$ cat src/rtl/stpmtr_sched.sv
// Round-robin scheduler sharing one stepper-motor position port between NREQ requesters.
// Optional motor-ack watchdog enabled by defining STPMTR_SCHED_TIMEOUT_EN.
module stpmtr_sched #(
  parameter int unsigned NREQ    = 4,
  parameter int unsigned MAX_POS = 240,
  parameter int unsigned TIMEOUT = 1000
) (
  input  logic                 clk_i,
  input  logic                 rst_i,
  input  logic [8*NREQ-1:0]    req_pos_i,
  input  logic [NREQ-1:0]      req_valid_i,
  output logic [NREQ-1:0]      req_ack_o,
  output logic [NREQ-1:0]      req_err_o,
  output logic [2:0]           grant_o,
  output logic                 busy_o,
  output logic [7:0]           mtr_pos_o,
  output logic                 mtr_valid_o,
  input  logic                 mtr_ack_i
);

  localparam int unsigned PW = 8;
  localparam int unsigned GW = 3;
  localparam int unsigned CW = 16;
  localparam logic [PW-1:0] MAX_P = PW'(MAX_POS);

  if ((NREQ < 2) || (NREQ > 8) || (TIMEOUT < 2) || (TIMEOUT > 65535)) begin : g_param_check
    $error("stpmtr_sched: NREQ or TIMEOUT out of range");
  end

  typedef enum logic [1:0] {
    S_IDLE  = 2'd0,
    S_ISSUE = 2'd1,
    S_GAP   = 2'd2
  } state_t;

  state_t          r_state;
  logic [GW-1:0]   r_last;
  logic            w_found;
  logic [GW-1:0]   w_win;
  logic [GW-1:0]   w_idx;
  logic [PW-1:0]   w_pos;
  logic [NREQ-1:0] w_win_oh;
  logic [NREQ-1:0] w_grant_oh;

`ifdef STPMTR_SCHED_TIMEOUT_EN
  localparam logic [CW-1:0] TO_LAST = CW'(TIMEOUT - 1);
  logic [CW-1:0] r_cnt;
`endif

  // Round-robin search starting one past the last served requester
  always_comb begin
    w_found = 1'b0;
    w_win   = r_last;
    w_idx   = r_last;
    for (int unsigned i = 1; i <= NREQ; i++) begin
      w_idx = GW'((32'(r_last) + i) % NREQ);
      if (!w_found && (|(req_valid_i & (NREQ'(1) << w_idx)))) begin
        w_found = 1'b1;
        w_win   = w_idx;
      end
    end
  end

  assign w_pos      = PW'(req_pos_i >> (PW * w_win));
  assign w_win_oh   = NREQ'(1) << w_win;
  assign w_grant_oh = NREQ'(1) << grant_o;

  always_ff @(posedge clk_i) begin
    if (rst_i) begin
      r_state     <= S_IDLE;
      r_last      <= GW'(NREQ - 1);
      req_ack_o   <= '0;
      req_err_o   <= '0;
      grant_o     <= '0;
      busy_o      <= 1'b0;
      mtr_pos_o   <= '0;
      mtr_valid_o <= 1'b0;
`ifdef STPMTR_SCHED_TIMEOUT_EN
      r_cnt       <= '0;
`endif
    end else begin
      req_ack_o <= '0;
      req_err_o <= '0;
      case (r_state)
        S_IDLE: begin
          if (w_found) begin
            r_last  <= w_win;
            grant_o <= w_win;
            busy_o  <= 1'b1;
            if (w_pos > MAX_P) begin
              // Out-of-range target is answered immediately, never reaches the motor
              req_ack_o <= w_win_oh;
              req_err_o <= w_win_oh;
              r_state   <= S_GAP;
            end else begin
              mtr_pos_o   <= w_pos;
              mtr_valid_o <= 1'b1;
              r_state     <= S_ISSUE;
`ifdef STPMTR_SCHED_TIMEOUT_EN
              r_cnt       <= '0;
`endif
            end
          end
        end
        S_ISSUE: begin
          if (mtr_ack_i) begin
            mtr_valid_o <= 1'b0;
            req_ack_o   <= w_grant_oh;
            r_state     <= S_GAP;
          end
`ifdef STPMTR_SCHED_TIMEOUT_EN
          // Ack arriving on the final count takes priority over the watchdog
          else if (r_cnt == TO_LAST) begin
            mtr_valid_o <= 1'b0;
            req_ack_o   <= w_grant_oh;
            req_err_o   <= w_grant_oh;
            r_state     <= S_GAP;
          end else begin
            r_cnt <= r_cnt + CW'(1);
          end
`endif
        end
        S_GAP: begin
          busy_o  <= 1'b0;
          r_state <= S_IDLE;
        end
        default: begin
          busy_o      <= 1'b0;
          mtr_valid_o <= 1'b0;
          r_state     <= S_IDLE;
        end
      endcase
    end
  end

endmodule

$ cat config.mk
export PLATFORM = sky130hd
export DESIGN_NAME = stpmtr_sched
export DESIGN_NICKNAME = d
export VERILOG_FILES = /design/src/rtl/stpmtr_sched.sv
export SDC_FILE = /design/constraint.sdc
export NUM_CORES = 1
export LEC_CHECK = 0
export CAP_MARGIN = 20
export CORE_ASPECT_RATIO = 0.8
export CORE_UTILIZATION = 30
export DETAILED_ROUTE_END_ITERATION = 12
export GPL_TIMING_DRIVEN = 0
export SETUP_SLACK_MARGIN = 0.02
export SLEW_MARGIN = 25
export SYNTH_ARGS = -nofsm -noshare
export SYNTH_HDL_FRONTEND = slang
export SYNTH_SLANG_ARGS = --single-unit
export TNS_END_PERCENT = 20
$ cat constraint.sdc
create_clock -name clk_i -period 3.9 [get_ports clk_i]
set_input_delay 0.39 -clock clk_i [delete_from_list [all_inputs] [get_ports clk_i]]
set_output_delay 0.39 -clock clk_i [all_outputs]
set_load 0.05 [all_outputs]
; ---- Yosys cells after proc, flatten, opt, wreduce, memory -nomap -nowiden
; Cells that the tools add are included.
; W data, S select, Z words.
[op_classes]
reduce_logical = 17
n_addsub = 4
n_shift = 7
order_cmp = 1
div_mod_pow = 0
n_bitwise = 8
eq_ne = 5
n_mul = 0
n_mux = 22
[op_table]
columns = op, count
row1 = $shr A32 B6 Y8, 1
row2 = $and A4 B4 Y4, 4
row3 = $reduce_or A4 Y1, 4
row4 = $shl A1 B2 Y4 const A, 4
row5 = $mux W3, 4
row6 = $mux W4, 3
row7 = $gt A8 B8 Y1 const B, 1
row8 = $mux W1, 8
row9 = $pmux W4 S2, 1
row10 = $shl A1 B3 Y4 const A, 2
row11 = $mux W2, 3
row12 = $ne A2 B2 Y1 const B, 3
row13 = $reduce_and A2 Y1, 3
row14 = $add A2 B1 Y2 const B, 2
row15 = $add A2 B2 Y2 const B, 2
row16 = $not A1 Y1, 4
row17 = $pmux W2 S2, 1
row18 = $reduce_and A4 Y1, 1
row19 = $logic_and A1 B1 Y1, 3
row20 = $logic_not A1 Y1, 3
row21 = $pmux W1 S3, 1
row22 = $reduce_and A3 Y1, 1
row23 = $eq A2 B1 Y1 const B, 1
row24 = $eq A2 B2 Y1 const B, 1
row25 = 3 further kinds, 3
[word_totals]
mem_bits_ro = 0
memories = 0
mem_bits_rw = 0
out_inout_bits = 21
latch_bits = 0
elab_cells = 72
inputBits = 39
register_bits = 26

; ---- Logic depth before layout (Yosys ltp)
[depth]
depth_word = 19
mapped_depth = 13

; ---- Least setup slack after synthesis
; Ideal clock, no wire load.
[synth_timing]
kind = register to register
from = register r_last[0]
to = register mtr_pos_o[0]
stages_incl_launch_ff = 13
synth_period_minus_slack_ns = 3.156
setup_ns = 0.121
slack_ns = 0.744
t_arrival_ns = 3.035
t_required_ns = 3.779
path_cell_list = dfxtp_1 -> inv_1 -> buf_2 -> clkbuf_1 -> ha_1 -> a22o_1 -> or2_4 -> nor4_1 -> a211oi_2 -> a211o_2 -> nand3b_2 -> buf_6 -> mux2_4
[synth_via]
elab_chain_len = 18
[synth_rtl]
columns = item, line_no
row1 = "start, declared", 37  ; logic [GW-1:0] r_last;
row2 = "start signal, assigned", 71  ; r_last <= GW'(NREQ - 1);
row3 = "start signal, assigned", 87  ; r_last <= w_win;
row4 = $add A2 B1 Y2, 56  ; w_idx = GW'((32'(r_last) + i) % NREQ);
row5 = $shl A1 B2 Y4, 57  ; if (!w_found && (|(req_valid_i & (NREQ'(1) << w_idx)))) begin
row6 = $and A4 B4 Y4, 57
row7 = $reduce_or A4 Y1, 57
row8 = $mux W1, 57
row9 = $logic_not A1 Y1, 57
row10 = $logic_and A1 B1 Y1, 57
row11 = $mux W1, 57
row12 = [2 not listed], -
row13 = $mux W1, 57
row14 = $logic_not A1 Y1, 57
row15 = $logic_and A1 B1 Y1, 57
row16 = $mux W3, 57
row17 = $shr A32 B6 Y8, 64  ; assign w_pos = PW'(req_pos_i >> (PW * w_win));
row18 = $gt A8 B8 Y1, 90  ; if (w_pos > MAX_P) begin
row19 = $not A1 Y1 (no line), -
row20 = $reduce_and A3 Y1 (no line), -
row21 = "end signal, assigned", 96  ; mtr_pos_o <= w_pos;
row22 = "end, declared", 16  ; output logic [7:0] mtr_pos_o,
; Several ways; a longest one is shown, not always the timed one.
; A chain may end at the register's enable or synchronous reset.

; ---- Worst setup path in the final report
; Ends and elaborated chain as after synthesis.

==> results.json <==
{
  "avgSynthCellArea_um2": 8.34,
  "synth_ff_type": "dfxtp_1",
  "nFillCells": 603,
  "clkLatencyLatePin_ns": 0.27,
  "yosys_warnings": 0,
  "hold_viol": 0,
  "rows": 25,
  "yosys_register_bits": 25,
  "cts.sinks": 25,
  "die_h_um": 72.3,
  "antenna_cells": 0,
  "seq_area_frac_synth": 0.270,
  "worstMarginPinSlew_ns": 0.510,
  "grt_pass1_wl_um": 8620,
  "synthArstFlopShare": 0,
  "dp_hpwl_um": 3920,
  "wire_per_inst_um": 14.0,
  "avgViaCountPerCell": 5.22,
  "clk_pin_slew_ns": 0.09,
  "synth_nets": 266,
  "report.final.slew_viol_count": 0,
  "p_per_area_nw_per_um2": 787,
  "hold_start": "mtr_valid_o",
  "core_um2": 5940,
  "period_share": 0.916,
  "die_area_um2": 6490,
  "status": "finished, final reports clean",
  "numCtsBuffers": 3,
  "synth_top_family_by_area": "simple AND/OR/NAND/NOR gates",
  "synth_cells": 222,
  "post-route-util": 0.435,
  "hold_slack_ns": 0.464,
  "rsz0062_at_grt": "no",
  "end_kind": "flip-flop",
  "ys_types": 46,
  "setup_viol": 0,
  "drc": 0,
  "synth-simple-area-share": 0.280,
  "synth_edf_count": 0,
  "crit_fanout": 11,
  "drtAntennaViolNets": 0,
  "num_io_pins": 60,
  "fin_tns_setup_ns": 0,
  "grt_pass1_vias": 1777,
  "worstSetupPathType": "flip-flop to flip-flop",
  "period_needed_ns": 3.57,
  "seq_power_share": 0.184,
  "synth-xor-area-share": 0.0236,
  "synth_fa_ha_area_frac": 0.0338,
  "grt_use_total": 0.164,
  "clockRootBuffer": "clkbuf_8",
  "fin_nets": 329,
  "cap_viol_max_count": 0,
  "muxShareOfSynthArea": 0.114,
  "numPortBuffers": 58,
  "combPwrFrac": 0.739,
  "vias": 1905,
  "p_leak_uw": 0.00101,
  "relSlewSlack": 0.657,
  "start_kind": "flip-flop",
  "finalPower_uw": 2030,
  "swShare": 0.490,
  "fin_skew_ns": 0.00433,
  "initial_utilization": 0.312,
  "routed_wl_um": 5120,
  "p_clk_frac": 0.077,
  "crit_path_start": "r_last[0]",
  "timing.hold.worst.class": "flip-flop to flip-flop",
  "die-width_um": 89.8,
  "p_int_uw": 1040,
  "gp_congestion": 0.861,
  "drive_gt1_frac": 0.130,
  "synth_compound_area_frac": 0.220,
  "clockBufferDepth": 2,
  "htreeDepth": 1,
  "syn_area_um2": 1850,
  "synthToLayoutAreaGrowth_pct": 39.5,
  "antenna_found_initial": 0,
  "overflow": 0,
  "fmax_mhz": 280,
  "crit_arrival_ns": 3.74,
  "cts_tree": "done",
  "grt_start_max_net_pins": 16,
  "dr.pass1.iters": 4,
  "cp.required_ns": 4.06,
  "r2r-start": "r_last[0]",
  "switching_power_uw": 996,
  "ir_worst_vdd_uv": 312,
  "dr.first_iter.drc_count": 82
}
-- critical path, cell delays in order, from the launching register on --
cell	delay (ns)
dfxtp_1	0.54
inv_1	0.15
buf_2	0.24
clkbuf_2	0.25
ha_1	0.30
a22oi_1	0.31
nand2_2	0.20
nor2_4	0.26
clkbuf_1	0.41
a21oi_1	0.08
nor3_1	0.30
a2111oi_0	0.13
mux2_4	0.29
-- metal layers --
layer	wire, um	global-route usage	vias up
li1	-	-	952
met1	2510	0.229	868
met2	2230	0.265	83
met3	362	0.0388	2
met4	19	0.0237	0
met5	0	0	-
-- power by group through the flow --
stage	combinational [uW]	clock, uW	sequential, uW
floorplan	980	0	534
global placement	1490	0	382
detailed placement	1490	0	380
CTS	1500	164	375
global route	1620	175	385
finish	1500	157	374
-- per-stage QoR --
stage	cells	setup WS, ns	instance area [um^2]
floorplan	222	0.744	1850
global placement	361	0.288	2530
detailed placement	361	0.309	2530
CTS	365	0.283	2580
global route	365	0.106	2580
finish	365	0.327	2580
-- path summary, 6_finish.rpt --
check | end | slack (ns) | cells past startpoint
worst max register to register | mtr_pos_o[0] | 0.33 | 12
worst max-delay path | mtr_pos_o[0] | 0.33 | 12
worst min-delay path | mtr_valid_o | 0.46 | 2
worst min register to register | mtr_valid_o | 0.46 | 2
-- synthesized netlist by cell type (2+ instances only) --
master	instances	area share
mux2_4	8	0.065
a22o_1	2	0.0095
nor4_1	6	0.020
a21oi_1	21	0.057
a211o_1	2	0.0095
nor3_1	18	0.049
a22oi_1	6	0.024
a21o_1	2	0.0081
a2111oi_0	7	0.033
a211oi_2	3	0.020
nor2_1	7	0.014
or3_1	3	0.010
ha_1	5	0.034
nor2b_1	9	0.030
dfxtp_1	25	0.27
mux2i_1	9	0.049
and2_1	2	0.0068
buf_2	2	0.0054
nand2_1	40	0.081
o21ai_0	2	0.0054
inv_1	4	0.0081
nand4_1	4	0.014
o22ai_1	3	0.010
buf_6	4	0.024
clkbuf_1	7	0.014
-- layout make-up --
| cell class | count | area, um^2 | area share |
|---|---|---|---|
| plain buffers | 14 | 90.1 | 0.0349 |
| clock buffers | 3 | 41.3 | 0.0160 |
| clock inverters | 1 | 7.51 | 0.00291 |
| inverters | 5 | 18.8 | 0.00726 |
| multi-input cells | 178 | 1240 | 0.481 |
| flip-flops and latches | 25 | 500 | 0.194 |
| well taps | 81 | 101 | 0.0392 |
| repair buffers | 58 | 581 | 0.225 |
-- cells by family (layout without fill, tap and decap cells) --
| group | after synthesis | in the layout |
|---|---|---|
| compound gates | 56 | 56 |
| xor+xnor | 2 | 2 |
| fa+ha+maj | 5 | 5 |
| buf+inv | 19 | 81 |
| flops | 25 | 25 |
| mux | 17 | 17 |
| simple gates | 98 | 98 |
-- state kept, by name (all words and copies together) (netlist names) --
name / cells
r_last: 2
busy_o: 1
req_err_o: 4
mtr_pos_o: 8
req_ack_o: 4
mtr_valid_o: 1
r_state: 2
grant_o: 3
-- cell usage in the layout, fill, tap and decap left out, types with 2 or more instances in the layout --
cell type and instances:
a2111oi_0 7, a211o_1 2, a211oi_2 3, a21o_1 2, a21oi_1 21, a22o_1 2, a22oi_1 6, and2_1 2
buf_2 2, buf_6 4, clkbuf_1 6, clkbuf_8 3, clkdlybuf4s50_1 58, dfxtp_1 25, ha_1 5, inv_1 4
mux2_4 8, mux2i_1 9, nand2_1 40, nand4_1 4, nor2_1 7, nor2b_1 9, nor3_1 18, nor4_1 6
o21ai_0 2, o22ai_1 3, or3_1 3
-- what timing repair did --
action	4_1_cts	5_1_grt
endpoints found under the hold margin	0	0
endpoints found under the setup margin	0	3
setup buffers	0	0
resized for setup	0	2
hold buffers	0	0
Note: power is estimated with default switching activity, not from simulation.
